## src/rtl/rv_multicycle_core.sv

```systemverilog
// Multi-cycle RV32I/RV32E core (lw, sw, ALU R/I, beq, bne, jal) with one shared
// ready/valid memory port; datapath and main-decoder FSM live in this one module.
module rv_multicycle_core #(
  parameter int          NREGS        = 32,
  parameter logic [31:0] RESET_VECTOR = 32'h0000_0000
) (
  input  logic        CLK,
  input  logic        RESET,
  output logic        mem_req,
  output logic        mem_we,
  output logic [31:0] mem_addr,
  output logic [31:0] mem_wdata,
  input  logic        mem_ready,
  input  logic [31:0] mem_rdata,
  output logic [31:0] pc,
  output logic        retire,
  output logic        halted
);

  localparam int RW = $clog2(NREGS);
  localparam logic [5:0] NREGS_L = 6'(NREGS);

  localparam logic [6:0] OP_LW  = 7'b0000011;
  localparam logic [6:0] OP_SW  = 7'b0100011;
  localparam logic [6:0] OP_R   = 7'b0110011;
  localparam logic [6:0] OP_I   = 7'b0010011;
  localparam logic [6:0] OP_BR  = 7'b1100011;
  localparam logic [6:0] OP_JAL = 7'b1101111;

  typedef enum logic [3:0] {
    S_FETCH, S_DECODE, S_MEMADR, S_MEMREAD, S_MEMWB, S_MEMWRITE,
    S_EXECR, S_EXECI, S_ALUWB, S_BRANCH, S_JAL, S_HALT
  } state_e;

  state_e      state_q, state_d;
  logic [31:0] pc_q, pc_d, ir_q, ir_d, oldpc_q, oldpc_d;
  logic [31:0] a_q, a_d, b_q, b_d, aluout_q, aluout_d, data_q, data_d;
  logic [31:0] rf_q [NREGS];

  logic [6:0]    opcode_s, f7_s;
  logic [4:0]    rd_s, rs1_s, rs2_s;
  logic [2:0]    f3_s;
  logic [RW-1:0] rd_idx_s, rs1_idx_s, rs2_idx_s;
  logic [31:0]   imm_i_s, imm_s_s, imm_b_s, imm_j_s, rs1_val_s, rs2_val_s, madr_s;
  logic          legal_s, use_rs1_s, use_rs2_s, use_rd_s, reg_bad_s;
  state_e        dispatch_s;
  logic          rf_we_s, mem_req_s, mem_we_s, retire_s, halted_s;
  logic [31:0]   rf_wdata_s, mem_addr_s;

  function automatic logic [31:0] alu(input logic [2:0] f3, input logic sub,
                                      input logic [31:0] a, input logic [31:0] b);
    case (f3)
      3'b000:  alu = sub ? (a - b) : (a + b);
      3'b111:  alu = a & b;
      3'b110:  alu = a | b;
      3'b010:  alu = {31'd0, ($signed(a) < $signed(b))};
      default: alu = a + b;
    endcase
  endfunction

  assign opcode_s  = ir_q[6:0];
  assign rd_s      = ir_q[11:7];
  assign f3_s      = ir_q[14:12];
  assign rs1_s     = ir_q[19:15];
  assign rs2_s     = ir_q[24:20];
  assign f7_s      = ir_q[31:25];
  assign rd_idx_s  = rd_s[RW-1:0];
  assign rs1_idx_s = rs1_s[RW-1:0];
  assign rs2_idx_s = rs2_s[RW-1:0];
  assign imm_i_s   = {{20{ir_q[31]}}, ir_q[31:20]};
  assign imm_s_s   = {{20{ir_q[31]}}, ir_q[31:25], ir_q[11:7]};
  assign imm_b_s   = {{19{ir_q[31]}}, ir_q[31], ir_q[7], ir_q[30:25], ir_q[11:8], 1'b0};
  assign imm_j_s   = {{11{ir_q[31]}}, ir_q[31], ir_q[19:12], ir_q[20], ir_q[30:21], 1'b0};
  assign rs1_val_s = (rs1_idx_s == '0) ? 32'd0 : rf_q[rs1_idx_s];
  assign rs2_val_s = (rs2_idx_s == '0) ? 32'd0 : rf_q[rs2_idx_s];
  assign madr_s    = a_q + ((opcode_s == OP_SW) ? imm_s_s : imm_i_s);

  // Instruction legality and dispatch target; register fields are only checked where the format has them.
  always_comb begin
    legal_s    = 1'b0;
    use_rs1_s  = 1'b0;
    use_rs2_s  = 1'b0;
    use_rd_s   = 1'b0;
    dispatch_s = S_HALT;
    case (opcode_s)
      OP_LW:  begin legal_s = (f3_s == 3'b010); use_rs1_s = 1'b1; use_rd_s = 1'b1; dispatch_s = S_MEMADR; end
      OP_SW:  begin legal_s = (f3_s == 3'b010); use_rs1_s = 1'b1; use_rs2_s = 1'b1; dispatch_s = S_MEMADR; end
      OP_R: begin
        legal_s = ((f7_s == 7'h00) && ((f3_s == 3'b000) || (f3_s == 3'b111) ||
                                       (f3_s == 3'b110) || (f3_s == 3'b010))) ||
                  ((f7_s == 7'h20) && (f3_s == 3'b000));
        use_rs1_s = 1'b1; use_rs2_s = 1'b1; use_rd_s = 1'b1; dispatch_s = S_EXECR;
      end
      OP_I: begin
        legal_s = (f3_s == 3'b000) || (f3_s == 3'b111) || (f3_s == 3'b110) || (f3_s == 3'b010);
        use_rs1_s = 1'b1; use_rd_s = 1'b1; dispatch_s = S_EXECI;
      end
      OP_BR:  begin legal_s = (f3_s == 3'b000) || (f3_s == 3'b001); use_rs1_s = 1'b1; use_rs2_s = 1'b1; dispatch_s = S_BRANCH; end
      OP_JAL: begin legal_s = 1'b1; use_rd_s = 1'b1; dispatch_s = S_JAL; end
      default: begin legal_s = 1'b0; dispatch_s = S_HALT; end
    endcase
    reg_bad_s = (use_rs1_s && ({1'b0, rs1_s} >= NREGS_L)) ||
                (use_rs2_s && ({1'b0, rs2_s} >= NREGS_L)) ||
                (use_rd_s  && ({1'b0, rd_s}  >= NREGS_L));
  end

  // Main decoder FSM: next state, datapath register updates and port outputs.
  always_comb begin
    state_d = state_q;  pc_d = pc_q;  ir_d = ir_q;  oldpc_d = oldpc_q;
    a_d = a_q;  b_d = b_q;  aluout_d = aluout_q;  data_d = data_q;
    rf_we_s = 1'b0;  rf_wdata_s = 32'd0;
    mem_req_s = 1'b0;  mem_we_s = 1'b0;  mem_addr_s = aluout_q;
    retire_s = 1'b0;  halted_s = 1'b0;
    case (state_q)
      S_FETCH: begin
        mem_addr_s = {pc_q[31:2], 2'b00};
        if (pc_q[1:0] != 2'b00) begin
          state_d = S_HALT;
        end else begin
          mem_req_s = 1'b1;
          if (mem_ready) begin
            ir_d = mem_rdata;  oldpc_d = pc_q;  pc_d = pc_q + 32'd4;  state_d = S_DECODE;
          end else begin
            state_d = S_FETCH;
          end
        end
      end
      S_DECODE: begin
        a_d      = rs1_val_s;
        b_d      = rs2_val_s;
        aluout_d = oldpc_q + ((opcode_s == OP_JAL) ? imm_j_s : imm_b_s);
        state_d  = (legal_s && !reg_bad_s) ? dispatch_s : S_HALT;
      end
      S_MEMADR: begin
        aluout_d = madr_s;
        if (madr_s[1:0] != 2'b00) state_d = S_HALT;
        else                      state_d = (opcode_s == OP_LW) ? S_MEMREAD : S_MEMWRITE;
      end
      S_MEMREAD: begin
        mem_req_s = 1'b1;
        if (mem_ready) begin data_d = mem_rdata; state_d = S_MEMWB; end
        else           begin state_d = S_MEMREAD; end
      end
      S_MEMWB:  begin rf_we_s = 1'b1; rf_wdata_s = data_q; retire_s = 1'b1; state_d = S_FETCH; end
      S_MEMWRITE: begin
        mem_req_s = 1'b1;  mem_we_s = 1'b1;
        if (mem_ready) begin retire_s = 1'b1; state_d = S_FETCH; end
        else           begin state_d = S_MEMWRITE; end
      end
      S_EXECR:  begin aluout_d = alu(f3_s, f7_s[5], a_q, b_q);  state_d = S_ALUWB; end
      S_EXECI:  begin aluout_d = alu(f3_s, 1'b0, a_q, imm_i_s); state_d = S_ALUWB; end
      S_ALUWB:  begin rf_we_s = 1'b1; rf_wdata_s = aluout_q; retire_s = 1'b1; state_d = S_FETCH; end
      S_BRANCH: begin
        // funct3[0] distinguishes bne from beq
        if ((a_q == b_q) ^ f3_s[0]) pc_d = aluout_q;
        else                        pc_d = pc_q;
        retire_s = 1'b1;  state_d = S_FETCH;
      end
      S_JAL: begin
        rf_we_s = 1'b1;  rf_wdata_s = oldpc_q + 32'd4;  pc_d = aluout_q;
        retire_s = 1'b1;  state_d = S_FETCH;
      end
      S_HALT:  begin halted_s = 1'b1; state_d = S_HALT; end
      default: begin state_d = S_HALT; end
    endcase
  end

  // Datapath and state registers.
  always_ff @(posedge CLK) begin
    if (RESET) begin
      state_q <= S_FETCH;  pc_q <= RESET_VECTOR;  ir_q <= 32'd0;  oldpc_q <= 32'd0;
      a_q <= 32'd0;  b_q <= 32'd0;  aluout_q <= 32'd0;  data_q <= 32'd0;
    end else begin
      state_q <= state_d;  pc_q <= pc_d;  ir_q <= ir_d;  oldpc_q <= oldpc_d;
      a_q <= a_d;  b_q <= b_d;  aluout_q <= aluout_d;  data_q <= data_d;
    end
  end

  // Register file; x0 is never written.
  always_ff @(posedge CLK) begin
    if (RESET) begin
      for (int i = 0; i < NREGS; i++) rf_q[i] <= 32'd0;
    end else if (rf_we_s && (rd_idx_s != '0)) begin
      rf_q[rd_idx_s] <= rf_wdata_s;
    end
  end

  assign mem_req   = mem_req_s & ~RESET;
  assign mem_we    = mem_we_s & ~RESET;
  assign retire    = retire_s & ~RESET;
  assign mem_addr  = mem_addr_s;
  assign mem_wdata = b_q;
  assign pc        = pc_q;
  assign halted    = halted_s;

endmodule

```

## config.mk

```make
export PLATFORM = sky130hd
export DESIGN_NAME = rv_multicycle_core
export DESIGN_NICKNAME = d
export VERILOG_FILES = /design/src/rtl/rv_multicycle_core.sv
export SDC_FILE = /design/constraint.sdc
export NUM_CORES = 2
export LEC_CHECK = 0
export CAP_MARGIN = 20
export CELL_PAD_IN_SITES_DETAIL_PLACEMENT = 1
export CELL_PAD_IN_SITES_GLOBAL_PLACEMENT = 1
export CORE_MARGIN = 10
export CORE_UTILIZATION = 56
export DETAILED_ROUTE_END_ITERATION = 6
export GPL_TIMING_DRIVEN = 1
export PLACE_DENSITY = 0.84
export SKIP_CTS_REPAIR_TIMING = 1
export SLEW_MARGIN = 20
export SYNTH_ARGS = -nofsm -noshare
export SYNTH_HDL_FRONTEND = slang
export SYNTH_SLANG_ARGS = --single-unit
```

## constraint.sdc

```tcl
create_clock -name CLK -period 8.5 [get_ports CLK]
set_input_delay 2.55 -clock CLK [delete_from_list [all_inputs] [get_ports CLK]]
set_output_delay 2.55 -clock CLK [all_outputs]
set_load 0.005 [all_outputs]
```

==> results_dict.tcl <==
set metrics [dict create \
    numCtsBuffers 140 \
    die_width_um 383 \
    timing.critical_path.required_ns 5.95 \
    p_seq_share_pct 34.6 \
    tightest_slew_ns 1.19 \
    drc_errors 0 \
    ys.warnings.count 0 \
    detail_route.wl_per_cell_um 39.0 \
    synth_cell_types 93 \
    net_count_of_the_finished_layout 6447 \
    largest_family_of_logic_cells_by_synthesized_area "multiplexers" \
    synth_compound_gate_area_share_pct 9.36 \
    layout.filler_cells 12700 \
    cts-root-to-sink-buffers 3 \
    rsz0062_at_grt "no" \
    crit_path_max_incr_delay_ns 0.69 \
    synthFlopType "sky130_fd_sc_hd__edfxtp_1" \
    detailedPlacementHpwl_um 197000 \
    synth_mux_area_share_pct 21.1 \
    synth-adder-area-share_pct 4.03 \
    routabilityCongestion 1.01 \
    max_cap_viol_count 0 \
    timing.final.setup_violations 0 \
    synthMostInstantiatedCell "sky130_fd_sc_hd__nor2_1" \
    pre_cts_slack_ns 1.74 \
    worst_slack_ns 1.72 \
    internal_power_mw 13.5 \
    cp_max_fo 10 \
    switching_share_pct 40.2 \
    final_critical_path_required_period_ns 6.78 \
    grt_remaining_overflow 0 \
    final_hold_vios 0 \
    clock-root-buffer "sky130_fd_sc_hd__clkbuf_16" \
    initial_utilization_pct 56.6 \
    top_level_ports 135 \
    grt_first_pass_wirelength_um 449000 \
    tritoncts "yes" \
    vias 60700 \
    post_synth_inst_count 6277 \
    design.die.area_um2 146000 \
    worstPathArrival_ns 4.23 \
    power_mw 22.5 \
    via_per_inst 7.55 \
    p_leak_nw 26.6 \
    stdcell_count 8039 \
    finalMaxSlewViolations 0 \
    share_comb_of_total_power_pct 38.1 \
    grt_pass1_vias 61200 \
    status "finished clean" \
    grt.total_usage_pct 42.2 \
    asyncSetResetFlopFracSynth_pct 0 \
    clock_insertion_delay_worst_skew_ns 0.83 \
    worst_setup_hold_path_clk_slew_ns 0.06 \
    post-place-cells 7778 \
    grt_start_max_net_pins 130 \
    routed_wirelength_um 314000 \
    fmaxAchievable_mhz 148 \
    yosysSeqAreaShare_pct 48.2 \
    endpoint_kind "primary output" \
    antenna_violating_nets_left 0 \
    die-height_um 383 \
    critical_path.slowest_cell "sky130_fd_sc_hd__clkdlybuf4s50_1" \
    area_delta_synth_final_pct 10.3 \
    timing.hold.worst.class "reg2reg" \
    setup.worst_path.class "in2out" \
    placement.cell_area_um2 76700 \
    yosys.area_share.simple_pct 11.9 \
    fin_worst_skew_ns 0.0400 \
    fin_tns_setup_ns 0 \
    number_of_drc_markers_in_iteration_0 9853 \
    synth.cell_area_um2 73600 \
    final-seq-area_um2 35500 \
    synth_area_per_cell_um2 11.7 \
    fin_crit_sh_pct 79.7 \
    portBuffers 134 \
    synth-edff-count 1024 \
    synthTopCellsByCount "sky130_fd_sc_hd__nor2_1 (1358), sky130_fd_sc_hd__edfxtp_1 (1024), sky130_fd_sc_hd__mux4_2 (640)" \
    design.core.area_um2 130000 \
    yosys.area_share.xor_xnor_pct 1.73 \
    placementRows 132 \
    cts-htree-levels 4 \
    power_density_nw_per_um2 277 \
    firstDrtPassIters 7 \
    slew_headroom_pct 20.6 \
    final_layout_size_suffix_gt1_share_pct 18.4 \
    power.ir.vdd_worst_mv 0.219 \
    power_switching_mw 9.05 \
    synth_largest_area_cell "sky130_fd_sc_hd__edfxtp_1" \
    cts.sinks 1262 \
    cells_along_the_critical_path "clkdlybuf4s50_1 > nand2_1 > a21oi_1 > nor2_1 > nor2_1 > clkdlybuf4s50_1" \
    ys_top_cells_by_area "sky130_fd_sc_hd__edfxtp_1 (42%), sky130_fd_sc_hd__mux4_2 (20%), sky130_fd_sc_hd__nor2_1 (6.9%)" \
    final_cell_area_um2 81200 \
    footprint_of_the_multi_input_gates_um2 35900 \
    synth_largest_type_area_fraction_pct 41.8 \
    startpoint_type "primary input" \
    antenna_found_initial 23 \
    p_clk_share_pct 27.3 \
    postSynthRegisterBits 1262 \
]
## power groups by stage
stage                     Clock, mW  Combinational, mW  Sequential (mW)
after CTS                      6.10               8.17             7.76
after detailed placement          0               8.03             7.86
after floorplan                   0               5.13             7.40
final                          6.15               8.58             7.80
after global routing           6.35               8.83             7.80
after global placement            0               7.85             7.80
## worst paths after layout
path                      startpoint                   endpoint  slack (ns)  cells past startpoint
max                        mem_ready                     retire        1.72                      6
min          data_q[17]$_SDFFE_PP0P_    data_q[17]$_SDFFE_PP0P_        0.46                      2
max reg2reg    state_q[2]$_SDFF_PP0_  rf_q[22][6]$_SDFFCE_PN0P_        2.80                      9
min reg2reg  data_q[17]$_SDFFE_PP0P_    data_q[17]$_SDFFE_PP0P_        0.46                      2
## metal layers
metal	track usage (%)	share of wire, %	vias up
met5	0	0.050	-
met1	49.3	32	30200
met2	64.3	45	5705
met3	13.6	13	1501
li1	-	-	23300
met4	33.1	10	24
## kinds of logic after synthesis
logic type | count (synthesis)
compound gates | 1063
mux | 748
other cells | 1
flops | 1262
fa+ha+maj | 234
xor+xnor | 145
buf+inv | 703
simple gates | 2121
## per-stage QoR
step | utilization [%] | hold slack, ns
after global placement | 59.0 | 0.442
after global routing | 62.5 | 0.475
final | 62.5 | 0.459
after CTS | 62.4 | 0.456
after floorplan | - | 0.436
after detailed placement | 59.0 | 0.448
## sequential cells by signal, indices dropped and copies added, names as in the netlist, named ones only
name	flops
mem_wdata	32
rf_q	1024
oldpc_q	32
aluout_q	32
a_q	32
state_q	4
ir_q	32
pc	32
data_q	32
## worst max-delay path, delay by kind of cell
family	cells	cell delay [ns]
and+or+nand+nor	3	0.29
AOI/OAI and AO/OA	1	0.18
buffers and inverters	2	1.21
## cells in the final DEF (no fill, tap or decap), types with 141 or more instances in the layout
cell / instances
sky130_fd_sc_hd__clkbuf_16: 144
sky130_fd_sc_hd__a21oi_1: 393
sky130_fd_sc_hd__inv_1: 145
sky130_fd_sc_hd__dfxtp_1: 226
sky130_fd_sc_hd__buf_4: 141
sky130_fd_sc_hd__nor2_1: 1355
sky130_fd_sc_hd__nand2_1: 403
sky130_fd_sc_hd__mux4_2: 640
sky130_fd_sc_hd__ha_1: 229
sky130_fd_sc_hd__o21ai_0: 188
sky130_fd_sc_hd__edfxtp_1: 1024
## layout make-up
| type | count | area share [%] |
|---|---|---|
| sequential | 1262 | 43.8 |
| clock inverter | 78 | 0.843 |
| timing repair buffer | 283 | 3.16 |
| clock buffer | 173 | 4.67 |
| antenna | 10 | 0.0308 |
| tap | 1742 | 2.68 |
| inverter | 148 | 0.684 |
| multi-input combinational | 4343 | 44.2 |
(Power assumes the default switching activity.)
